$ cat src/rtl/heap_sort_ctrl.sv
// heap_sort_ctrl: front-end sequencer for the pipelined heap-sort datapath.
// It runs the memory-clear sweep, takes a valid/ready element stream and
// spaces root insertions by ISSUE_GAP cycles. It then waits for the last
// element to ripple through every level and pulses done.
// Every output comes straight from a register, so there is no
// combinational path from s_valid to s_ready.
module heap_sort_ctrl #(
    parameter int DATA_WIDTH  = 32,
    parameter int ADDR_WIDTH  = 1,
    parameter int LEVELS      = 4,
    parameter int ISSUE_GAP   = 2,
    parameter int INIT_CYCLES = 16,
    parameter int CNT_WIDTH   = 16
) (
    input  logic                  clk,
    input  logic                  rst,
    input  logic                  start,
    input  logic                  abort,
    input  logic                  s_valid,
    output logic                  s_ready,
    input  logic [DATA_WIDTH-1:0] s_data,
    input  logic                  s_last,
    output logic                  init_out,
    output logic                  pl_update_out,
    output logic [DATA_WIDTH-1:0] pl_out,
    output logic [ADDR_WIDTH-1:0] pl_addr_out,
    output logic                  pl_branch_out,
    output logic                  busy,
    output logic                  done,
    output logic [CNT_WIDTH-1:0]  elem_count
);

    // Drain time: the final element needs ISSUE_GAP cycles per level.
    localparam int DRAIN_CYCLES = LEVELS * ISSUE_GAP;

    // One shared cycle counter serves both INIT and DRAIN. It counts
    // 0 .. N-1, so it must be wide enough for the longer of the two phases.
    localparam int CYC_MAX = (INIT_CYCLES > DRAIN_CYCLES) ? INIT_CYCLES : DRAIN_CYCLES;
    localparam int CYC_W   = (CYC_MAX > 1) ? $clog2(CYC_MAX) : 1;
    localparam int GAP_W   = (ISSUE_GAP > 1) ? $clog2(ISSUE_GAP) : 1;

    localparam logic [CYC_W-1:0] INIT_LAST  = CYC_W'(INIT_CYCLES - 1);
    localparam logic [CYC_W-1:0] DRAIN_LAST = CYC_W'(DRAIN_CYCLES - 1);
    localparam logic [GAP_W-1:0] GAP_RELOAD = GAP_W'(ISSUE_GAP - 1);
    localparam logic [CNT_WIDTH-1:0] CNT_MAX = {CNT_WIDTH{1'b1}};

    typedef enum logic [1:0] {
        ST_IDLE,
        ST_INIT,
        ST_RUN,
        ST_DRAIN
    } state_t;

    state_t                  state_reg,   state_next;
    logic [CYC_W-1:0]        cyc_reg,     cyc_next;
    logic [GAP_W-1:0]        gap_reg,     gap_next;
    logic                    s_ready_reg, s_ready_next;
    logic                    init_reg,    init_next;
    logic                    upd_reg,     upd_next;
    logic [DATA_WIDTH-1:0]   pl_reg,      pl_next;
    logic                    done_reg,    done_next;
    logic                    busy_reg,    busy_next;
    logic [CNT_WIDTH-1:0]    count_reg,   count_next;
    logic                    accept;

    // An element is taken only in RUN, while the registered ready is high.
    assign accept = (state_reg == ST_RUN) && s_valid && s_ready_reg;

    // Next-state and next-output logic. Strobes default low and data holds.
    always_comb begin
        state_next   = state_reg;
        cyc_next     = cyc_reg;
        gap_next     = gap_reg;
        s_ready_next = 1'b0;
        init_next    = 1'b0;
        upd_next     = 1'b0;
        pl_next      = pl_reg;
        done_next    = 1'b0;
        count_next   = count_reg;

        case (state_reg)
            ST_IDLE: begin
                // abort beats start when both arrive in IDLE.
                if (start && !abort) begin
                    state_next = ST_INIT;
                    cyc_next   = '0;
                    gap_next   = '0;
                    count_next = '0;
                    init_next  = 1'b1;
                end
            end

            ST_INIT: begin
                if (abort) begin
                    state_next = ST_IDLE;
                    cyc_next   = '0;
                end else if (cyc_reg == INIT_LAST) begin
                    state_next   = ST_RUN;
                    cyc_next     = '0;
                    gap_next     = '0;
                    s_ready_next = 1'b1;
                end else begin
                    cyc_next = cyc_reg + CYC_W'(1);
                end
            end

            ST_RUN: begin
                if (abort) begin
                    // An accept in this same cycle is dropped.
                    state_next = ST_IDLE;
                    gap_next   = '0;
                end else if (accept) begin
                    upd_next = 1'b1;
                    pl_next  = s_data;
                    if (count_reg != CNT_MAX) begin
                        count_next = count_reg + CNT_WIDTH'(1);
                    end
                    if (s_last) begin
                        state_next = ST_DRAIN;
                        cyc_next   = '0;
                        gap_next   = '0;
                    end else begin
                        gap_next     = GAP_RELOAD;
                        s_ready_next = (GAP_RELOAD == '0);
                    end
                end else begin
                    // The gap keeps counting down whether or not s_valid is high.
                    if (gap_reg != '0) begin
                        gap_next = gap_reg - GAP_W'(1);
                    end
                    s_ready_next = (gap_reg <= GAP_W'(1));
                end
            end

            ST_DRAIN: begin
                if (abort) begin
                    state_next = ST_IDLE;
                    cyc_next   = '0;
                end else if (cyc_reg == DRAIN_LAST) begin
                    state_next = ST_IDLE;
                    cyc_next   = '0;
                    done_next  = 1'b1;
                end else begin
                    cyc_next = cyc_reg + CYC_W'(1);
                end
            end

            default: begin
                state_next = ST_IDLE;
            end
        endcase

        busy_next = (state_next != ST_IDLE);
    end

    // State and output registers. rst takes priority over every other input.
    always_ff @(posedge clk) begin
        if (rst) begin
            state_reg   <= ST_IDLE;
            cyc_reg     <= '0;
            gap_reg     <= '0;
            s_ready_reg <= 1'b0;
            init_reg    <= 1'b0;
            upd_reg     <= 1'b0;
            pl_reg      <= '0;
            done_reg    <= 1'b0;
            busy_reg    <= 1'b0;
            count_reg   <= '0;
        end else begin
            state_reg   <= state_next;
            cyc_reg     <= cyc_next;
            gap_reg     <= gap_next;
            s_ready_reg <= s_ready_next;
            init_reg    <= init_next;
            upd_reg     <= upd_next;
            pl_reg      <= pl_next;
            done_reg    <= done_next;
            busy_reg    <= busy_next;
            count_reg   <= count_next;
        end
    end

    assign s_ready       = s_ready_reg;
    assign init_out      = init_reg;
    assign pl_update_out = upd_reg;
    assign pl_out        = pl_reg;
    assign busy          = busy_reg;
    assign done          = done_reg;
    assign elem_count    = count_reg;

    // The root node always lives at address 0 and is reached along branch 0.
    assign pl_addr_out   = '0;
    assign pl_branch_out = 1'b0;

endmodule

$ cat config.mk
export PLATFORM = sky130hd
export DESIGN_NAME = heap_sort_ctrl
export DESIGN_NICKNAME = d
export VERILOG_FILES = /design/src/rtl/heap_sort_ctrl.sv
export SDC_FILE = /design/constraint.sdc
export NUM_CORES = 1
export LEC_CHECK = 0
export ABC_AREA = 1
export BUFFER_PORTS_ARGS = -buffer_cell sky130_fd_sc_hd__buf_2
export CAP_MARGIN = 20
export CORE_MARGIN = 2
export CORE_UTILIZATION = 40
export CTS_BUF_LIST = sky130_fd_sc_hd__clkbuf_4 sky130_fd_sc_hd__clkbuf_8
export DETAILED_ROUTE_END_ITERATION = 10
export PLACE_DENSITY = 0.77
export SETUP_SLACK_MARGIN = 0.02
export SLEW_MARGIN = 20
export SYNTH_ARGS = -nofsm -noshare
export SYNTH_HDL_FRONTEND = slang
export SYNTH_SLANG_ARGS = --single-unit
$ cat constraint.sdc
create_clock -name clk -period 1.5 [get_ports clk]
set_input_delay 0.225 -clock clk [delete_from_list [all_inputs] [get_ports clk]]
set_output_delay 0.225 -clock clk [all_outputs]
set_load 0.01 [all_outputs]
==> impl_metrics.toml, run 1 <==
[final_layout]
num-fill-cells = 606
final_cells = 638
largest_register_ffs = 32
syn_to_final_growth_pct = 48.47
diodes = 0
fin_nets = 582
drive_above_1_share_pct = 41.14

[critical_path]
path_cells = "inv_4, ha_4, nand3_1, nor2_2, nand4_4, nand2_4, o21ai_1, nand2_1, inv_1"
reg2reg_depth = 9
worst-path-stages = 9
rrSetupSlack_ns = -0.1
arrival_ns = 1.85
cpPeakStageDelay_ns = 0.34
cp-startpoint = "state_reg[0]"
timing.rr.end = "elem_count[5]"
required_ns = 1.75
crit_end = "elem_count[5]"
critPathLaunchType = "flop"
crit_family = "simple AND/OR/NAND/NOR gates"
path_class = "reg -> reg"
worst-path-max-fanout = 7
crit_buf_inv = 2
r2r-start = "state_reg[0]"
critPathCaptureType = "flop"
crit_path_top_delay_cell = "dfxtp_2"

[sta]
setup_viol = 16
timing.final.ws_setup_ns = -0.09893
rsz0062_at_grt = "true"
finalSetupTns_ns = -0.7943
hold_violations = 0
finalCritPeriodShare_pct = 106.6
finalCriticalPeriod_ns = 1.599
max_freq_mhz = 625.4
slew_viol_final = 0
skew_ns = 0.009496

[yosys]
ys_async_sr_fraction_pct = 0
syn_area_per_cell_um2 = 6.869
netlist_instances = 410
ys_ff_latch = 59
synth_warnings = 0
ys_types = 29
synth_area_um2 = 2816
yosysSeqAreaShare_pct = 41.94
synth_flop_cell = "dfxtp_1"
synth_edf_count = 0

[cts]
clkSlewWorstSetupHoldPaths_ns = 0.07
cts_root_buf = "clkbuf_8"
clkLatencyLatePin_ns = 0.34
cts_buffers = 9
htree_num_levels = 3
clk_path_buf_depth = 2
cts_tree = "built"
clkSinkCount = 59

[placement]
portBuffers = 90
dp_cells = 612
dpl.hpwl_um = 5532
gp_congestion = 0.8687

[floorplanning]
fp.dieW_um = 87.91
start_util_pct = 41.45
ios = 93
die_h_um = 87.91
core_um2 = 6794
dieArea_um2 = 7728
rows = 30

[grt]
antenna_found_initial = 0
grt.total_usage_pct = 20.87
grt_pass1_vias = 2922
grt-ovfl-total = 0
grt_max_degree = 34
grt_pass1_wl_um = 12630

[drt]
antenna_left = 0
vias = 3164
vias_per_cell = 4.959
drt_iter0_markers = 191
drt_first_pass_iters = 5
avgRoutedWirePerCell_um = 13.31
wl_um = 8489
drc = 0

[power_and_ir_drop]
p_per_area_nw_per_um2 = 803.6
p_leak_nw = 1.978
ir_worst_vdd_v = 0.0005120

[status]
status = "finished with violations"
violations = "negative setup slack"

[run]
drv_cap = 0

[worst_hold_path]
min_path_type = "in -> reg"
hold_path_depth = 3
[layer usage]
| layer | routed length [um] | GRT usage [%] |
|---|---|---|
| met3 | 617 | 5.938 |
| met4 | 204 | 9.790 |
| met5 | 0 | 0 |
| met2 | 4212 | 34.02 |
| met1 | 3454 | 25.47 |
[Yosys cell counts (2+ instances only)]
cell type  instances  area, um2
nor2_4             5      56.30
nand2_1           74      277.8
nand4_1            3      18.77
dfxtp_1           59       1181
o21ai_1            3      15.01
inv_2              4      15.01
ha_1               7      87.58
a21oi_1           16      80.08
nand3_2            3      30.03
clkbuf_1          10      37.54
nor2_2             2      12.51
nor3_1             4      20.02
nand3_1           27      135.1
buf_2              2      10.01
nor2_1           100      375.4
nand2_2            5      31.28
o21ai_0           38      190.2
inv_1             35      131.4
buf_4              2      15.01
buf_6              2      22.52
[area by class of cell]
| class | instances | area [um2] | area share (%) |
|---|---|---|---|
| multi-input cells | 298 | 1678 | 40.13 |
| flip-flops and latches | 59 | 1195 | 28.58 |
| repair buffers | 130 | 832.0 | 19.90 |
| inverters | 39 | 153.9 | 3.680 |
| clock buffers | 10 | 137.6 | 3.291 |
| well taps | 96 | 120.1 | 2.873 |
| clock inverters | 6 | 65.06 | 1.556 |
[worst min path at each step]
stage               start    endpoint  slack (ns)
3_3_place_gp   s_data[26]  pl_out[26]        0.44
3_5_place_dp    s_data[7]   pl_out[7]        0.45
6_report       s_data[14]  pl_out[14]        0.10
5_1_grt         s_data[5]   pl_out[5]         0.1
4_1_cts        s_data[28]  pl_out[28]        0.09
2_1_floorplan  s_data[31]  pl_out[31]        0.36
[power by group]
part / internal (mW) / switching [mW] / total (mW) / leakage, nW
sequential: 1.57 / 0.00417 / 1.57 / 0.480
clock: 0.808 / 0.665 / 1.47 / 0.0905
combinational: 0.148 / 0.167 / 0.315 / 1.41
[what timing repair did]
item / 4_1_cts / 5_1_grt
gates cloned: 1 / 1
endpoints found under the setup margin: 28 / 55
buffers inserted: 5 / 3
resized for setup: 20 / 59
hold endpoints to repair: 0 / 0
pin swaps: 17 / 16
hold buffers: 0 / 0
[cell families after synthesis]
logic type | synth area share [%]
compound gates | 10.93
xor+xnor | 0.3110
fa+ha+maj | 3.110
other cells | 0.1331
flops | 41.94
simple gates | 35.36
buf+inv | 8.218
[metrics by stage]
stage                     cell area, um2  power, mW  hold slack, ns  setup slack [ns]  util (%)
final                               4182      3.360          0.1039          -0.09893     61.55
after global routing                4182      3.483         0.09948           -0.1800     61.55
after CTS                           3910      3.313         0.09235          -0.03574     57.55
after detailed placement            3593      1.837          0.4534           -0.1336     52.89
after global placement              3593      1.834          0.4444          -0.08044     52.89
after floorplan                     2863      1.732          0.3599          -0.03087         -
[cell usage in the layout (no fill, tap or decap), types with 2 or more instances in the layout]
master      netlist  layout
a21oi_1          16      10
clkbuf_8          0      10
nand4_1           3       3
buf_12            0       3
inv_1            35      30
nand3_1          27      20
dfxtp_4           0       2
dfxtp_2           0       5
nor2_2            2       8
nand2_1          74      63
o21ai_0          38      36
conb_1            1       2
nor2_4            5       8
clkinvlp_4        0       4
inv_4             0       3
buf_6             2       7
nor3_1            4       3
ha_4              0       2
buf_4             2      29
nand2_4           1       7
nand3_2           3       7
buf_2             2      90
nor2_1          100      91
ha_2              0       4
inv_2             4       6
o21ai_1           3       4
a21oi_2           0       6
nand2_2           5      10
nand3_4           0       3
dfxtp_1          59      52
[worst register-to-register path, cell delays in order (launching register included)]
cell	delay, ns
dfxtp_2	0.34
inv_4	0.07
ha_4	0.20
nand3_1	0.14
nor2_2	0.16
nand4_4	0.22
nand2_4	0.18
o21ai_1	0.08
nand2_1	0.09
inv_1	0.04
No activity file was read; power rests on OpenSTA's default activity.
==> run 2: changes to the inputs <==
Settings changed: PLACE_DENSITY 0.77 to 0.66.
Clock period 1.5 ns to 1.8 ns, I/O delays scaled along.
==> run 2 against run 1 <==
Count of clock-buffer cells in the layout is 3 higher. Worst setup slack gained 0.26 ns. The flow now finishes without violations. First-iteration DRC count is 40% lower. Wire length down 15%. Clock power shrank 12%. Clock skew decreased by 0.0022 ns. Power decreased by 17%. Sequential share of layout area grew 3.5 points. Final area shrank 12%.
==> impl_metrics.toml, run 2 (synthesis results as in run 1) <==
[floorplanning]
ios = 93
dieArea_um2 = 7728
fp.dieW_um = 87.91
rows = 30
start_util_pct = 41.45
core_um2 = 6794
die_h_um = 87.91

[critical_path]
path_class = "reg -> reg"
crit_buf_inv = 3
arrival_ns = 1.87
worst-path-max-fanout = 7
required_ns = 2.03
path_cells = "inv_2, ha_4, buf_4, nand3_1, nor2_2, nand4_4, buf_4, nand3_1, nand2_1, nand2_1, nor2_1"
critPathLaunchType = "flop"
critPathCaptureType = "flop"
crit_family = "simple AND/OR/NAND/NOR gates"
crit_path_top_delay_cell = "dfxtp_1"
cpPeakStageDelay_ns = 0.32

[status]
status = "completed"

[grt]
grt.total_usage_pct = 19.76
grt-ovfl-total = 0
antenna_found_initial = 0
grt_pass1_wl_um = 11910
grt_pass1_vias = 2631
grt_max_degree = 33

[drt]
avgRoutedWirePerCell_um = 11.76
antenna_left = 0
drt_iter0_markers = 114
drt_first_pass_iters = 4
wl_um = 7184
vias_per_cell = 4.709
vias = 2877
drc = 0

[cts]
cts_buffers = 9
clk_path_buf_depth = 2
cts_root_buf = "clkbuf_8"
cts_tree = "built"
htree_num_levels = 3
clkLatencyLatePin_ns = 0.34
clkSlewWorstSetupHoldPaths_ns = 0.07
clkSinkCount = 59

[final_layout]
diodes = 0
final_cells = 611
drive_above_1_share_pct = 28.54
final_common_cell = "nor2_1"
layout_common_cells = "99 x nor2_1, 90 x buf_2, 74 x nand2_1"
syn_to_final_growth_pct = 30.79
largest_register_ffs = 32
fin_nets = 555

[sta]
max_freq_mhz = 609.0
skew_ns = 0.007286
hold_violations = 0
setup_viol = 0
finalCritPeriodShare_pct = 91.23
fin_hold_ws_ns = 0.1512
timing.final.ws_setup_ns = 0.1579
slew_viol_final = 0
finalCriticalPeriod_ns = 1.642

[power_and_ir_drop]
ir_worst_vdd_v = 0.0004191
p_leak_nw = 1.805
power_mw = 2.784
p_per_area_nw_per_um2 = 755.7

[placement]
dpl.hpwl_um = 5198
pre_cts_slack_ns = 0.04102
gp_congestion = 0.9002
portBuffers = 90
dp_cells = 592

[run]
drv_cap = 0

[worst_hold_path]
min_path_type = "in -> reg"
run 2: cell types whose count changed in the layout (fill, tap and decap cells not counted), moves of 5 or more:
cell / change
a21oi_2: -6
ha_1: +5
buf_6: -7
nand2_2: -5
nor2_2: -5
nand3_1: +6
nand2_1: +11
dfxtp_1: +6
a21oi_1: +6
nor2_1: +8
buf_4: -17
nand2_4: -6
run 2: cell type report:
| class | count | area (um2) |
|---|---|---|
| Timing Repair Buffer | 104 | 580.6 |
| Tap cell | 96 | 120.1 |
| Fill cell | 673 | 3110 |
| Multi-Input combinational cell | 297 | 1436 |
| Inverter | 39 | 146.4 |
| Sequential cell | 59 | 1182 |
| Clock inverter | 3 | 45.04 |
| Clock buffer | 13 | 172.7 |
run 2: worst paths after layout:
path                                   start              to  slack, ns  cells past startpoint
worst max-delay path            state_reg[0]  elem_count[15]       0.16                     11
worst max register to register  state_reg[0]  elem_count[15]       0.16                     11
worst min-delay path              s_data[13]      pl_out[13]       0.15                      3
worst min register to register    cyc_reg[1]      cyc_reg[1]       0.49                      2
run 2: metrics by stage:
step                      setup TNS (ns)  instance area (um2)  utilization (%)
after global placement                 0                 3401            50.06
after CTS                              0                 3618            53.26
after detailed placement               0                 3401            50.06
after floorplan                        0                 2820                -
final                                  0                 3684            54.22
after global routing           -0.001072                 3684            54.22
run 2: worst min-delay path: stages:
cell,delay (ns)
buf_2,0.07
nor2_1,0.03
nor2_1,0.08
run 2: metal layers:
metal / wire length, um / vias to the layer above / share of wire [%] / GRT usage [%]
met5: 0 / - / 0 / 0
met4: 85 / 0 / 1.2 / 6.573
met2: 3269 / 100 / 46 / 31.20
met1: 3174 / 1273 / 44 / 24.39
li1: - / 1494 / - / -
met3: 654 / 10 / 9.1 / 8.294
run 2: timing repair:
item	in CTS	in global routing
endpoints found under the setup margin	0	19
hold buffers	0	0
hold endpoints to repair	0	0
setup buffers	0	3
gates resized for setup	0	7
run 2: report_power, final:
group          internal (mW)  total [mW]  leakage (nW)  switching [mW]
Combinational         0.0749       0.179          1.22           0.104
Sequential              1.31        1.31         0.476         0.00192
Clock                  0.768        1.29         0.105           0.525
